File: src/rtl/ecpri_resp_tx_if.sv
// Packet-memory read port and byte stream toward the MAC; master drives reads and tx bytes.
// The slave side supplies read data one cycle after mem_rd_en and applies tx_ready backpressure.
interface ecpri_resp_tx_if #(
    parameter int ADDR_WIDTH = 16,
    parameter int DATA_WIDTH = 8
);
    logic                  mem_rd_en;
    logic [ADDR_WIDTH-1:0] mem_addr;
    logic [DATA_WIDTH-1:0] mem_rd_data;
    logic [DATA_WIDTH-1:0] tx_data;
    logic                  tx_valid;
    logic                  tx_ready;
    logic                  tx_last;

    modport master (
        output mem_rd_en, mem_addr, tx_data, tx_valid, tx_last,
        input  mem_rd_data, tx_ready
    );

    modport slave (
        input  mem_rd_en, mem_addr, tx_data, tx_valid, tx_last,
        output mem_rd_data, tx_ready
    );
endinterface

File: src/rtl/ecpri_resp_tx.sv
// eCPRI response serialiser: copied header (MACs swapped), generated eCPRI header, optional payload.
// First byte 3 cycles after the request, then 1 byte/cycle; a 2-entry prefetch buffer absorbs tx_ready stalls.
module ecpri_resp_tx #(
    parameter int          ADDR_WIDTH = 16,
    parameter int          DATA_WIDTH = 8,
    parameter int          HDR_LEN    = 42,
    parameter logic [7:0]  ECPRI_REV  = 8'h10,
    parameter logic [7:0]  MSG_TYPE   = 8'h04
) (
    input  logic                  clk,
    input  logic                  reset,
    input  logic                  send_read_resp,
    input  logic                  send_write_resp,
    input  logic [7:0]            resp_payload_len,
    input  logic [ADDR_WIDTH-1:0] resp_src_addr,
    input  logic [ADDR_WIDTH-1:0] hdr_base,
    ecpri_resp_tx_if.master       bus,
    output logic                  busy,
    output logic                  frame_done,
    output logic [7:0]            drop_cnt
);

    typedef enum logic [2:0] {IDLE, HDR, ECPRI, PAYLOAD, DONE} state_t;

    state_t                         state_q, state_d;
    logic                           is_rd_q, is_rd_d;
    logic [7:0]                     len_q, len_d;
    logic [ADDR_WIDTH-1:0]          src_q, src_d;
    logic [ADDR_WIDTH-1:0]          base_q, base_d;
    logic [7:0]                     cnt_q, cnt_d;
    logic                           iss_done_q, iss_done_d;
    logic                           p_vld_q, p_vld_d;
    logic                           p_mem_q, p_mem_d;
    logic                           p_last_q, p_last_d;
    logic [DATA_WIDTH-1:0]          p_dat_q, p_dat_d;
    logic [1:0][DATA_WIDTH-1:0]     buf_dat_q, buf_dat_d;
    logic [1:0]                     buf_last_q, buf_last_d;
    logic                           wr_ptr_q, wr_ptr_d;
    logic                           rd_ptr_q, rd_ptr_d;
    logic [1:0]                     fifo_cnt_q, fifo_cnt_d;
    logic [7:0]                     drop_q, drop_d;

    logic                  active, head_vld, head_last, pop, space_ok, issue, mem_issue;
    logic                  hdr_last, ecpri_last, pay_last, has_payload, req_any;
    logic [ADDR_WIDTH-1:0] hdr_addr, pay_addr;
    logic [15:0]           size_w;
    logic [7:0]            gen_byte;
    logic [1:0]            n_drop;
    logic [8:0]            drop_sum;

    assign active      = (state_q == HDR) || (state_q == ECPRI) || (state_q == PAYLOAD);
    assign head_vld    = (fifo_cnt_q != 2'd0);
    assign head_last   = buf_last_q[rd_ptr_q];
    assign pop         = head_vld && bus.tx_ready;
    // Bytes in flight from the read issued last cycle must be counted, or the buffer could overflow.
    assign space_ok    = (3'(fifo_cnt_q) + 3'(p_vld_q)) < (3'd2 + 3'(pop));
    assign issue       = active && !iss_done_q && space_ok;
    assign mem_issue   = issue && ((state_q == HDR) || (state_q == PAYLOAD));
    assign has_payload = is_rd_q && (len_q != 8'd0);
    assign hdr_last    = (cnt_q == 8'(HDR_LEN - 1));
    assign ecpri_last  = (cnt_q == 8'd4);
    assign pay_last    = (cnt_q == len_q - 8'd1);
    assign pay_addr    = src_q + ADDR_WIDTH'(cnt_q);
    assign req_any     = send_read_resp || send_write_resp;

    // Destination and source MAC fields trade places; the rest of the header is copied verbatim.
    always_comb begin
        hdr_addr = base_q + ADDR_WIDTH'(cnt_q);
        if (cnt_q < 8'd6) begin
            hdr_addr = base_q + ADDR_WIDTH'(cnt_q) + ADDR_WIDTH'(6);
        end else if (cnt_q < 8'd12) begin
            hdr_addr = base_q + ADDR_WIDTH'(cnt_q) - ADDR_WIDTH'(6);
        end
    end

    always_comb begin
        size_w = is_rd_q ? (16'(len_q) + 16'd1) : 16'd1;
        case (cnt_q[2:0])
            3'd0:    gen_byte = ECPRI_REV;
            3'd1:    gen_byte = MSG_TYPE;
            3'd2:    gen_byte = size_w[15:8];
            3'd3:    gen_byte = size_w[7:0];
            default: gen_byte = is_rd_q ? 8'h02 : 8'h03;
        endcase
    end

    always_ff @(posedge clk or posedge reset) begin
        if (reset) state_q <= IDLE;
        else       state_q <= state_d;
    end

    always_comb begin
        state_d = state_q;
        case (state_q)
            IDLE:    if (req_any) state_d = HDR;
            HDR:     if (issue && hdr_last) state_d = ECPRI;
            ECPRI:   if (issue && ecpri_last && has_payload) state_d = PAYLOAD;
            PAYLOAD: state_d = PAYLOAD;
            DONE:    state_d = IDLE;
            default: state_d = IDLE;
        endcase
        if (active && pop && head_last) state_d = DONE;
    end

    always_comb begin
        bus.mem_rd_en = mem_issue;
        bus.mem_addr  = '0;
        if (mem_issue) bus.mem_addr = (state_q == HDR) ? hdr_addr : pay_addr;
        bus.tx_valid  = head_vld;
        bus.tx_data   = buf_dat_q[rd_ptr_q];
        bus.tx_last   = head_last && head_vld;
        busy          = active;
        frame_done    = (state_q == DONE);
        drop_cnt      = drop_q;
    end

    always_comb begin
        is_rd_d    = is_rd_q;
        len_d      = len_q;
        src_d      = src_q;
        base_d     = base_q;
        cnt_d      = cnt_q;
        iss_done_d = iss_done_q;
        p_vld_d    = 1'b0;
        p_mem_d    = p_mem_q;
        p_last_d   = p_last_q;
        p_dat_d    = p_dat_q;
        buf_dat_d  = buf_dat_q;
        buf_last_d = buf_last_q;
        wr_ptr_d   = wr_ptr_q;
        rd_ptr_d   = rd_ptr_q;

        if (state_q == IDLE && req_any) begin
            is_rd_d    = send_read_resp;
            len_d      = resp_payload_len;
            src_d      = resp_src_addr;
            base_d     = hdr_base;
            cnt_d      = 8'd0;
            iss_done_d = 1'b0;
        end

        if (issue) begin
            p_vld_d  = 1'b1;
            p_mem_d  = mem_issue;
            p_dat_d  = DATA_WIDTH'(gen_byte);
            p_last_d = ((state_q == ECPRI) && ecpri_last && !has_payload) ||
                       ((state_q == PAYLOAD) && pay_last);
            cnt_d    = cnt_q + 8'd1;
            if (state_q == HDR && hdr_last) cnt_d = 8'd0;
            if (state_q == ECPRI && ecpri_last) begin
                cnt_d = 8'd0;
                if (!has_payload) iss_done_d = 1'b1;
            end
            if (state_q == PAYLOAD && pay_last) iss_done_d = 1'b1;
        end

        if (p_vld_q) begin
            buf_dat_d[wr_ptr_q]  = p_mem_q ? bus.mem_rd_data : p_dat_q;
            buf_last_d[wr_ptr_q] = p_last_q;
            wr_ptr_d             = ~wr_ptr_q;
        end
        if (pop) rd_ptr_d = ~rd_ptr_q;
        fifo_cnt_d = fifo_cnt_q + 2'(p_vld_q) - 2'(pop);

        // A simultaneous read+write in IDLE costs one drop; outside IDLE every pulse is a drop.
        if (state_q == IDLE) n_drop = {1'b0, send_read_resp && send_write_resp};
        else                 n_drop = 2'(send_read_resp) + 2'(send_write_resp);
        drop_sum = 9'(drop_q) + 9'(n_drop);
        drop_d   = drop_sum[8] ? 8'hFF : drop_sum[7:0];
    end

    always_ff @(posedge clk or posedge reset) begin
        if (reset) begin
            is_rd_q    <= 1'b0;
            len_q      <= '0;
            src_q      <= '0;
            base_q     <= '0;
            cnt_q      <= '0;
            iss_done_q <= 1'b0;
            p_vld_q    <= 1'b0;
            p_mem_q    <= 1'b0;
            p_last_q   <= 1'b0;
            p_dat_q    <= '0;
            buf_dat_q  <= '0;
            buf_last_q <= '0;
            wr_ptr_q   <= 1'b0;
            rd_ptr_q   <= 1'b0;
            fifo_cnt_q <= '0;
            drop_q     <= '0;
        end else begin
            is_rd_q    <= is_rd_d;
            len_q      <= len_d;
            src_q      <= src_d;
            base_q     <= base_d;
            cnt_q      <= cnt_d;
            iss_done_q <= iss_done_d;
            p_vld_q    <= p_vld_d;
            p_mem_q    <= p_mem_d;
            p_last_q   <= p_last_d;
            p_dat_q    <= p_dat_d;
            buf_dat_q  <= buf_dat_d;
            buf_last_q <= buf_last_d;
            wr_ptr_q   <= wr_ptr_d;
            rd_ptr_q   <= rd_ptr_d;
            fifo_cnt_q <= fifo_cnt_d;
            drop_q     <= drop_d;
        end
    end

endmodule

File: src/flat_wrapper.sv
// flat-port wrapper written by rule: the top's interface ports become plain ports
module ecpri_resp_tx_flat 
#(
    parameter int          ADDR_WIDTH = 16,
    parameter int          DATA_WIDTH = 8,
    parameter int          HDR_LEN    = 42,
    parameter logic [7:0]  ECPRI_REV  = 8'h10,
    parameter logic [7:0]  MSG_TYPE   = 8'h04
)
  (clk, reset, send_read_resp, send_write_resp, resp_payload_len, resp_src_addr, hdr_base, busy, frame_done, drop_cnt, bus_mem_rd_en, bus_mem_addr, bus_tx_data, bus_tx_valid, bus_tx_last, bus_mem_rd_data, bus_tx_ready);
  ecpri_resp_tx_if #(.ADDR_WIDTH(ADDR_WIDTH), .DATA_WIDTH(DATA_WIDTH)) bus_i ();
  input  logic clk;
  input  logic reset;
  input  logic send_read_resp;
  input  logic send_write_resp;
  input  logic [7:0] resp_payload_len;
  input  logic [ADDR_WIDTH-1:0] resp_src_addr;
  input  logic [ADDR_WIDTH-1:0] hdr_base;
  output logic busy;
  output logic frame_done;
  output logic [7:0] drop_cnt;
  output wire logic [$bits(bus_i.mem_rd_en)-1:0] bus_mem_rd_en;
  output wire logic [$bits(bus_i.mem_addr)-1:0] bus_mem_addr;
  output wire logic [$bits(bus_i.tx_data)-1:0] bus_tx_data;
  output wire logic [$bits(bus_i.tx_valid)-1:0] bus_tx_valid;
  output wire logic [$bits(bus_i.tx_last)-1:0] bus_tx_last;
  input wire logic [$bits(bus_i.mem_rd_data)-1:0] bus_mem_rd_data;
  input wire logic [$bits(bus_i.tx_ready)-1:0] bus_tx_ready;
  assign bus_mem_rd_en = bus_i.mem_rd_en;
  assign bus_mem_addr = bus_i.mem_addr;
  assign bus_tx_data = bus_i.tx_data;
  assign bus_tx_valid = bus_i.tx_valid;
  assign bus_tx_last = bus_i.tx_last;
  assign bus_i.mem_rd_data = bus_mem_rd_data;
  assign bus_i.tx_ready = bus_tx_ready;
  ecpri_resp_tx #(.ADDR_WIDTH(ADDR_WIDTH), .DATA_WIDTH(DATA_WIDTH), .HDR_LEN(HDR_LEN), .ECPRI_REV(ECPRI_REV), .MSG_TYPE(MSG_TYPE)) u_core (.clk(clk), .reset(reset), .send_read_resp(send_read_resp), .send_write_resp(send_write_resp), .resp_payload_len(resp_payload_len), .resp_src_addr(resp_src_addr), .hdr_base(hdr_base), .bus(bus_i), .busy(busy), .frame_done(frame_done), .drop_cnt(drop_cnt));
endmodule
File: config.mk
export PLATFORM = sky130hd
export DESIGN_NAME = ecpri_resp_tx_flat
export DESIGN_NICKNAME = d
export VERILOG_FILES = /design/src/rtl/ecpri_resp_tx_if.sv /design/src/rtl/ecpri_resp_tx.sv /design/src/flat_wrapper.sv
export SDC_FILE = /design/constraint.sdc
export NUM_CORES = 1
export LEC_CHECK = 0
export CORE_ASPECT_RATIO = 0.75
export CORE_MARGIN = 2
export CORE_UTILIZATION = 25
export DETAILED_ROUTE_END_ITERATION = 12
export GPL_TIMING_DRIVEN = 1
export PLACE_DENSITY = 0.54
export SLEW_MARGIN = 0
export SYNTH_ARGS = -nofsm -noshare
export SYNTH_HDL_FRONTEND = slang
export SYNTH_SLANG_ARGS = --single-unit
export TNS_END_PERCENT = 5
File: constraint.sdc
create_clock -name clk -period 9.3 [get_ports clk]
set_clock_uncertainty 0.05 [all_clocks]
set_input_delay 1.86 -clock clk [delete_from_list [all_inputs] [get_ports clk]]
set_output_delay 1.86 -clock clk [all_outputs]
set_load 0.005 [all_outputs]
**Word level (Yosys, flattened, before mapping)**

Cells that the tools add are included.

- Input port bits: 53
- Output and inout bits: 37
- Word-level logic and storage cells: 118
- Flip-flop bits (word level): 94

- Equality and inequality tests: 13
- Muxes and demuxes: 35
- Add/subtract/negate cells: 13
- Order comparisons: 6
- Bitwise logic cells: 2
- Reduce and logical (&&, ||, !) cells: 31

Operator list:

| kind | count |
|---|---|
| $mux 16 | 5 |
| $mux 8 | 9 |
| $add 16x8->16 | 2 |
| $pmux 8 s4 | 1 |
| $logic_and 1x1->1 | 18 |
| $add 16x3->16 const B | 1 |
| $bwmux 16 | 1 |
| $sub 16x3->16 const B | 1 |
| $eq 3x2->1 const B | 4 |
| $mux 3 | 4 |
| $pmux 3 s4 | 1 |
| $mux 1 | 10 |
| $add 8x1->9 const B | 1 |
| $add 8x2->9 | 1 |
| $add 8x1->8 const B | 1 |
| $demux 8 s1 | 1 |
| $eq 8x3->1 const B | 1 |
| $eq 8x6->1 const B | 1 |
| $eq 8x8->1 | 1 |
| $lt 8x3->1 const B | 1 |
| $lt 8x4->1 const B | 1 |
| $reduce_bool 8->1 | 1 |
| $sub 8x1->8 const B | 1 |
| $eq 3x1->1 const B | 2 |
| other kinds (20) | 30 |

**Depth between registers and ports, before layout**

Gate-level depths: netlist of the first run.

- Depth after elaboration: 10
- Gate-level depth with buffers: 11
- Depth with buffers taken out: 11

**Worst setup path after synthesis of the first run**

Ideal clock, no wire load.

- Kind: flip-flop to output port
- Start: register u_core.cnt_q[0]
- End: output bus_mem_addr[15]
- Buffers on the path: 0
- Data required time: 7.390 ns
- Setup slack: 4.111 ns
- Data arrival time: 3.279 ns
- Cell stages (with the launch flop): 12
- Cells stage by stage: dfrtp_1 > ha_1 > fa_1 > a211oi_2 > o31ai_2 > a21boi_1 > xnor2_1 > nand2_1 > or3_1 > o31a_1 > or4_1 > nand3_1

- Longest elaborated chain between the ends: 6
- Elaborated cells on any way between the ends: 10
- Those cells by class: 4 x add/sub; 2 x order compare; 4 x mux

Ends and longest elaborated chain:

| element | RTL line | text |
|---|---|---|
| start: declaration | ecpri_resp_tx.sv:30 | `logic [7:0] cnt_q, cnt_d;` |
| start signal: assignment | ecpri_resp_tx.sv:195 | `cnt_q <= cnt_d;` |
| $add 16x8->16 | ecpri_resp_tx.sv:68, ecpri_resp_tx.sv:70, ecpri_resp_tx.sv:72 |  |
| $sub 16x3->16 | ecpri_resp_tx.sv:72 | `hdr_addr = base_q + ADDR_WIDTH'(cnt_q) - ADDR_WIDTH'(6);` |
| $mux 16 | ecpri_resp_tx.sv:71 | `end else if (cnt_q < 8'd12) begin` |
| $mux 16 | ecpri_resp_tx.sv:69 | `if (cnt_q < 8'd6) begin` |
| $mux 16 (*) (2 in a row) | ecpri_resp_tx.sv:108 | `if (mem_issue) bus.mem_addr = (state_q == HDR) ? hdr_addr : pay_addr;` |
| end: declaration | flat_wrapper.sv:23 | `output wire logic [$bits(bus_i.mem_addr)-1:0] bus_mem_addr;` |

Mark *: on every way between the ends. The rest lies on a longest branch, timed or not.

**Worst setup path after layout of the first run**

- Start: input bus_tx_ready
- End: output bus_mem_addr[15]

- Longest elaborated chain between the ends: 6

Ends and longest elaborated chain:

| element | RTL line | text |
|---|---|---|
| start: declaration | flat_wrapper.sv:28 | `input wire logic [$bits(bus_i.tx_ready)-1:0] bus_tx_ready;` |
| $logic_and 1x1->1 | ecpri_resp_tx.sv:54 | `assign pop = head_vld && bus.tx_ready;` |
| $add 2x1->3 | ecpri_resp_tx.sv:56 | `assign space_ok = (3'(fifo_cnt_q) + 3'(p_vld_q)) < (3'd2 + 3'(pop));` |
| $lt 3x3->1 | ecpri_resp_tx.sv:56 |  |
| $logic_and 1x1->1 | ecpri_resp_tx.sv:57 | `assign issue = active && !iss_done_q && space_ok;` |
| named net u_core.issue | ecpri_resp_tx.sv:43 | `logic active, head_vld, head_last, pop, space_ok, issue, mem_issue;` |
| $logic_and 1x1->1 | ecpri_resp_tx.sv:58 | `assign mem_issue = issue && ((state_q == HDR) \|\| (state_q == PAYLOAD));` |
| $mux 16 | ecpri_resp_tx.sv:108 |  |

The timed path passes the listed nets, and every way through them passes these cells.

==> results of run 1 <==
through the flow:
stage               cells  cell area, um^2
finish               1091             7830
global route         1090             7830
CTS                  1090             7830
detailed placement   1074             7520
global placement     1074             7520
floorplan             676             6300
power groups by stage:
stage | Clock [mW] | Sequential, mW | Combinational (mW)
after global placement | 0 | 0.628 | 0.886
after CTS | 0.401 | 0.623 | 0.897
after detailed placement | 0 | 0.631 | 0.893
final | 0.387 | 0.623 | 0.889
after floorplan | 0 | 0.572 | 0.597
after global routing | 0.419 | 0.638 | 0.998
registers in the layout, summed over array words and instances (netlist names), 2 cells and up:
signal / cells
u_core.p_dat_q: 8
u_core.buf_dat_q: 16
u_core.base_q: 16
u_core.buf_last_q: 2
u_core.src_q: 16
u_core.len_q: 8
u_core.drop_cnt: 8
u_core.fifo_cnt_q: 2
u_core.cnt_q: 8
u_core.state_q: 3
worst paths after layout:
kind                                       end  slack (ps)  cells after the start
max                           bus_mem_addr[15]        2600                     12
min                        u_core.buf_dat_q[3]         430                      2
max reg2reg                    u_core.cnt_q[5]        5910                      9
min reg2reg                u_core.buf_dat_q[3]         430                      2
max in group asynchronous      u_core.src_q[9]        6250                      3
min in group asynchronous   u_core.drop_cnt[0]        1840                      2
cell usage after synthesis (12+ instances only):
cell type | number | area, um^2
dfrtp_1 | 94 | 2350
nor2_1 | 56 | 210
nand2_1 | 55 | 206
mux2_2 | 50 | 563
xnor2_1 | 42 | 368
a21oi_1 | 35 | 175
ha_1 | 34 | 425
o21ai_0 | 34 | 170
clkbuf_1 | 30 | 113
nand3_1 | 30 | 150
inv_1 | 28 | 105
xor2_1 | 26 | 228
nor3_1 | 15 | 75.1
mux2i_1 | 12 | 120
area by class of cell:
cell class              instances  area, um^2  area share (%)
repair buffers                 94         928            11.9
flip-flops and latches         94        2350            30.0
inverters                      28         108            1.37
multi-input cells             520        3710            47.4
clock inverters                 6        73.8           0.943
diodes                          1        2.50          0.0320
clock buffers                  10         229            2.92
well taps                     338         423            5.40
logic make-up after synthesis:
family	synth area share, %
buffers and inverters	3.87
AO/OA/AOI/OAI	13.9
XOR/XNOR	9.45
multiplexers	10.8
flip-flops	37.3
adder cells (fa/ha/maj)	7.70
AND/OR/NAND/NOR	16.9
worst max-delay path, delay by kind of cell:
family / cells / cell delay (ps)
compound gates: 1 / 160
buf+inv: 5 / 1580
simple gates: 6 / 1190
routing by layer:
| layer | wire [um] | vias up | part of all wire, % |
|---|---|---|---|
| met1 | 8630 | 2354 | 53 |
| met3 | 1020 | 15 | 6.3 |
| met4 | 187 | 2 | 1.2 |
| met2 | 6340 | 88 | 39 |
| met5 | 13 | - | 0.080 |
| li1 | - | 2550 | - |
==> results.toml, run 1 <==
[drt]
drt_first_pass_iters = 4
routed_via_density = 4.59
drt.antenna.violating_nets = 0
drt_iter0_markers = 235
wl_per_cell_um = 14.8
drc_errors = 0
via_count = 5009
wl_um = 16200

[finish]
final_common_cell = "dfrtp_1"
fin_nets = 837
area_delta_synth_final_pct = 24.2
drive_above_1_share_pct = 10.9
layout_common_cells = "dfrtp_1, clkdlybuf4s50_1, nor2_1"
nFillCells = 2617
final_util_pct = 31.5

[timing]
max_freq_mhz = 149
slew_viol_final = 0
finalHoldViolCount = 0
max_slew_margin_pct = 23.9
hold_slack_ps = 427
post-route-period-util_pct = 72.1
fin_setup_tns_ps = 0
fin_crit_ps = 6700
rsz0062_at_grt = "false"
setup_ws_ps = 2600
tightest_slew_ps = 1130
finalSetupViolCount = 0

[yosys]
yosys_most_used_dff = "dfrtp_1"
synth_seq_cells = 94
synth_seq_area_share_pct = 37.3
avgSynthCellArea_um2 = 9.32
synthCells = 676
ys.warnings.count = 0
synth_edf_count = 0
synth_area_um2 = 6300
syn_nets = 766
synth.distinct_cells = 61
synthArstFlopShare_pct = 100

[grt]
grt_max_degree = 60
met2_usage_pct = 16.9
gr-usage-all-layers_pct = 12.5
antenna_found_initial = 3
use_met3_pct = 3.26
top_usage_layer = "met1"
globalRoute.totalOverflow = 0
grt_pass1_vias = 4774
grt_pass1_wl_um = 26400
grt_use_met1_pct = 19.2

[die]
core_um2 = 24800
die_w_um = 187
initial_core_util_pct = 25.4
io_pins = 90
die-height_um = 142
die_area_um2 = 26500
num_rows = 50

[clocking]
htreeDepth = 3
clkTransAtPathRegs_ps = 70
cts_tree = "built"
cts_buffers = 9
clock_latency_ps = 350
post_cts_resized = 0
post_cts_buffers = 0
cts_buffer_depth = 2
cts_hold_buf = 0
cts.sink_count = 94
clock-root-buffer = "clkbuf_16"

[worst_setup_path]
critPathRequiredTime_ps = 7390
slowest_stage = "or4_1"
arrival_ps = 4790
critPathCaptureType = "output port"
crit_type = "in2out"
start_kind = "input pin"
startpoint = "bus_tx_ready"
crit_path_frequent_cell = "nand2_1"
worst_path_largest_cell_delay_ps = 520
crit_chain = "clkdlybuf4s50_1 -> nand2_1 -> o21ai_0 -> nand3_1 -> buf_4 -> inv_1 -> nand2_1 -> inv_1 -> nand2_1 -> or4_1 -> nand3_1 -> clkdlybuf4s50_1"
cp_max_fo = 23
reg2reg_from = "u_core.cnt_q[4]"

[power_and_ir_drop]
peakVddDrop_mv = 0.0899
power.total_mw = 1.90
internal_power_mw = 1.16
p_comb_share_pct = 46.8
p_sw_uw = 737
p_leak_nw = 3.27
pwr-share-seq_pct = 32.8
swShare_pct = 38.8
power_density_nw_per_um2 = 243
p_clk_share_pct = 20.4

[placement]
io_buffers = 89
routabilityCongestion = 0.808
post-place-ws_ps = 2620
hpwl_um = 12200

[run_status]
status = "completed"

[job]
cap_violations = 0

[hold_path]
hold_start = "u_core.buf_dat_q[3]"
hp-class = "reg2reg"
(Power assumes the default switching activity.)
==> run 2: changes to the inputs <==
--- a/config.mk
+++ b/config.mk
@@ -10,7 +10,7 @@
 export CORE_UTILIZATION = 25
 export DETAILED_ROUTE_END_ITERATION = 12
 export GPL_TIMING_DRIVEN = 1
-export PLACE_DENSITY = 0.54
+export PLACE_DENSITY = 0.55
 export SLEW_MARGIN = 0
 export SYNTH_ARGS = -nofsm -noshare
 export SYNTH_HDL_FRONTEND = slang
==> constraint.sdc (replaced) <==
create_clock -name clk -period 6.1 [get_ports clk]
set_clock_uncertainty 0.05 [all_clocks]
set_input_delay 1.22 -clock clk [delete_from_list [all_inputs] [get_ports clk]]
set_output_delay 1.22 -clock clk [all_outputs]
set_load 0.005 [all_outputs]
==> results.toml, run 2 (same netlist as run 1, synthesis figures left out) <==
[clocking]
cts.sink_count = 94
clkTransAtPathRegs_ps = 70
clock_latency_ps = 350
htreeDepth = 3
cts_buffers = 9
cts_hold_buf = 0
cts_buffer_depth = 2
post_cts_resized = 0
post_cts_buffers = 0
cts_tree = "built"
clock-root-buffer = "clkbuf_16"

[drt]
routed_via_density = 4.60
via_count = 5045
drc_errors = 0
drt.antenna.violating_nets = 0
wl_per_cell_um = 15.1
wl_um = 16500
drt_iter0_markers = 250
drt_first_pass_iters = 5

[timing]
tightest_slew_ps = 1220
rsz0062_at_grt = "false"
hold_slack_ps = 428
max_slew_margin_pct = 18.1
post-route-period-util_pct = 93.6
fin_setup_tns_ps = 0
max_freq_mhz = 175
slew_viol_final = 0
setup_ws_ps = 390
finalSetupViolCount = 0
fin_crit_ps = 5710
finalHoldViolCount = 0

[placement]
post-place-ws_ps = 779
hpwl_um = 12500
routabilityCongestion = 0.812
place_area_um2 = 7570
io_buffers = 89

[finish]
post-route-cell-area_um2 = 7850
largest_registers = "u_core.base_q x16, u_core.buf_dat_q x16, u_core.src_q x16"
drive_above_1_share_pct = 11.6
fin_nets = 843
diodes = 0
layout_common_cells = "dfrtp_1, clkdlybuf4s50_1, nor2_1"
final_util_pct = 31.6
final_common_cell = "dfrtp_1"
area_delta_synth_final_pct = 24.5

[die]
num_rows = 50
io_pins = 90
die_area_um2 = 26500
die_w_um = 187
initial_core_util_pct = 25.4
core_um2 = 24800
die-height_um = 142

[power_and_ir_drop]
peakVddDrop_mv = 0.140
power_density_nw_per_um2 = 368
p_leak_nw = 3.29

[worst_setup_path]
start_kind = "flip-flop"
critPathCaptureType = "output port"
r2r.worst_path.cells = 10
critPathRequiredTime_ps = 4830
cp_max_fo = 10
crit_type = "reg2out"
arrival_ps = 4440

[run_status]
status = "completed"

[grt]
gr-usage-all-layers_pct = 12.7
globalRoute.totalOverflow = 0
antenna_found_initial = 4
grt_max_degree = 59
grt_pass1_wl_um = 26800
grt_pass1_vias = 4899

[hold_path]
hold_depth = 2
hp-class = "reg2reg"

[job]
cap_violations = 0
run 2: cell count changes in the layout (fill, tap and decap cells not counted):
cell       before  now
buf_4           5   11
bufinv_16       1    0
clkinv_2        0    1
diode_2         1    0
run 2: final timing paths:
kind / from / slack, ps / to
min: u_core.buf_dat_q[3] / 430 / u_core.buf_dat_q[3]
max reg2reg: u_core.cnt_q[4] / 2660 / u_core.cnt_q[4]
max: u_core.cnt_q[0] / 390 / bus_mem_addr[15]
min in group asynchronous: reset / 1280 / u_core.drop_cnt[0]
min reg2reg: u_core.buf_dat_q[3] / 430 / u_core.buf_dat_q[3]
max in group asynchronous: reset / 3690 / u_core.src_q[15]
run 2: routing by layer:
layer / GRT usage [%] / part of all wire, % / vias up
met1: 18.8 / 53 / 2394
met5: 0 / 0.15 / -
met2: 17.8 / 40 / 80
met4: 4.14 / 1.3 / 4
li1: - / - / 2552
met3: 3.14 / 5.2 / 15
run 2: metrics by stage:
| step | total power [mW] | instances |
|---|---|---|
| after floorplan | 1.78 | 676 |
| after global placement | 2.34 | 1080 |
| after detailed placement | 2.35 | 1080 |
| after CTS | 2.92 | 1096 |
| after global routing | 3.12 | 1096 |
| final | 2.88 | 1096 |
run 2: final cells by class:
cell class                      count  area [um^2]
Clock buffer                       10          229
Clock inverter                      6         48.8
Fill cell                        2625        17000
Inverter                           28          108
Multi-Input combinational cell    520         3710
Sequential cell                    94         2350
Tap cell                          338          423
Timing Repair Buffer              100          973
run 2: where the power goes:
| group | leakage, nW | switching (mW) | internal, mW |
|---|---|---|---|
| Sequential | 1.17 | 0.160 | 0.767 |
| Combinational | 1.99 | 0.714 | 0.691 |
| Clock | 0.139 | 0.268 | 0.284 |
run 2: worst max-delay path, cell delays in order, from the launching register on:
cell,delay (ps)
dfrtp_1,500
ha_1,300
fa_1,440
a211oi_2,350
o31ai_2,130
a21boi_1,190
xnor2_1,280
nand2_1,160
or3_1,390
o31a_1,310
or4_1,460
nand3_1,90
clkdlybuf4s50_1,500
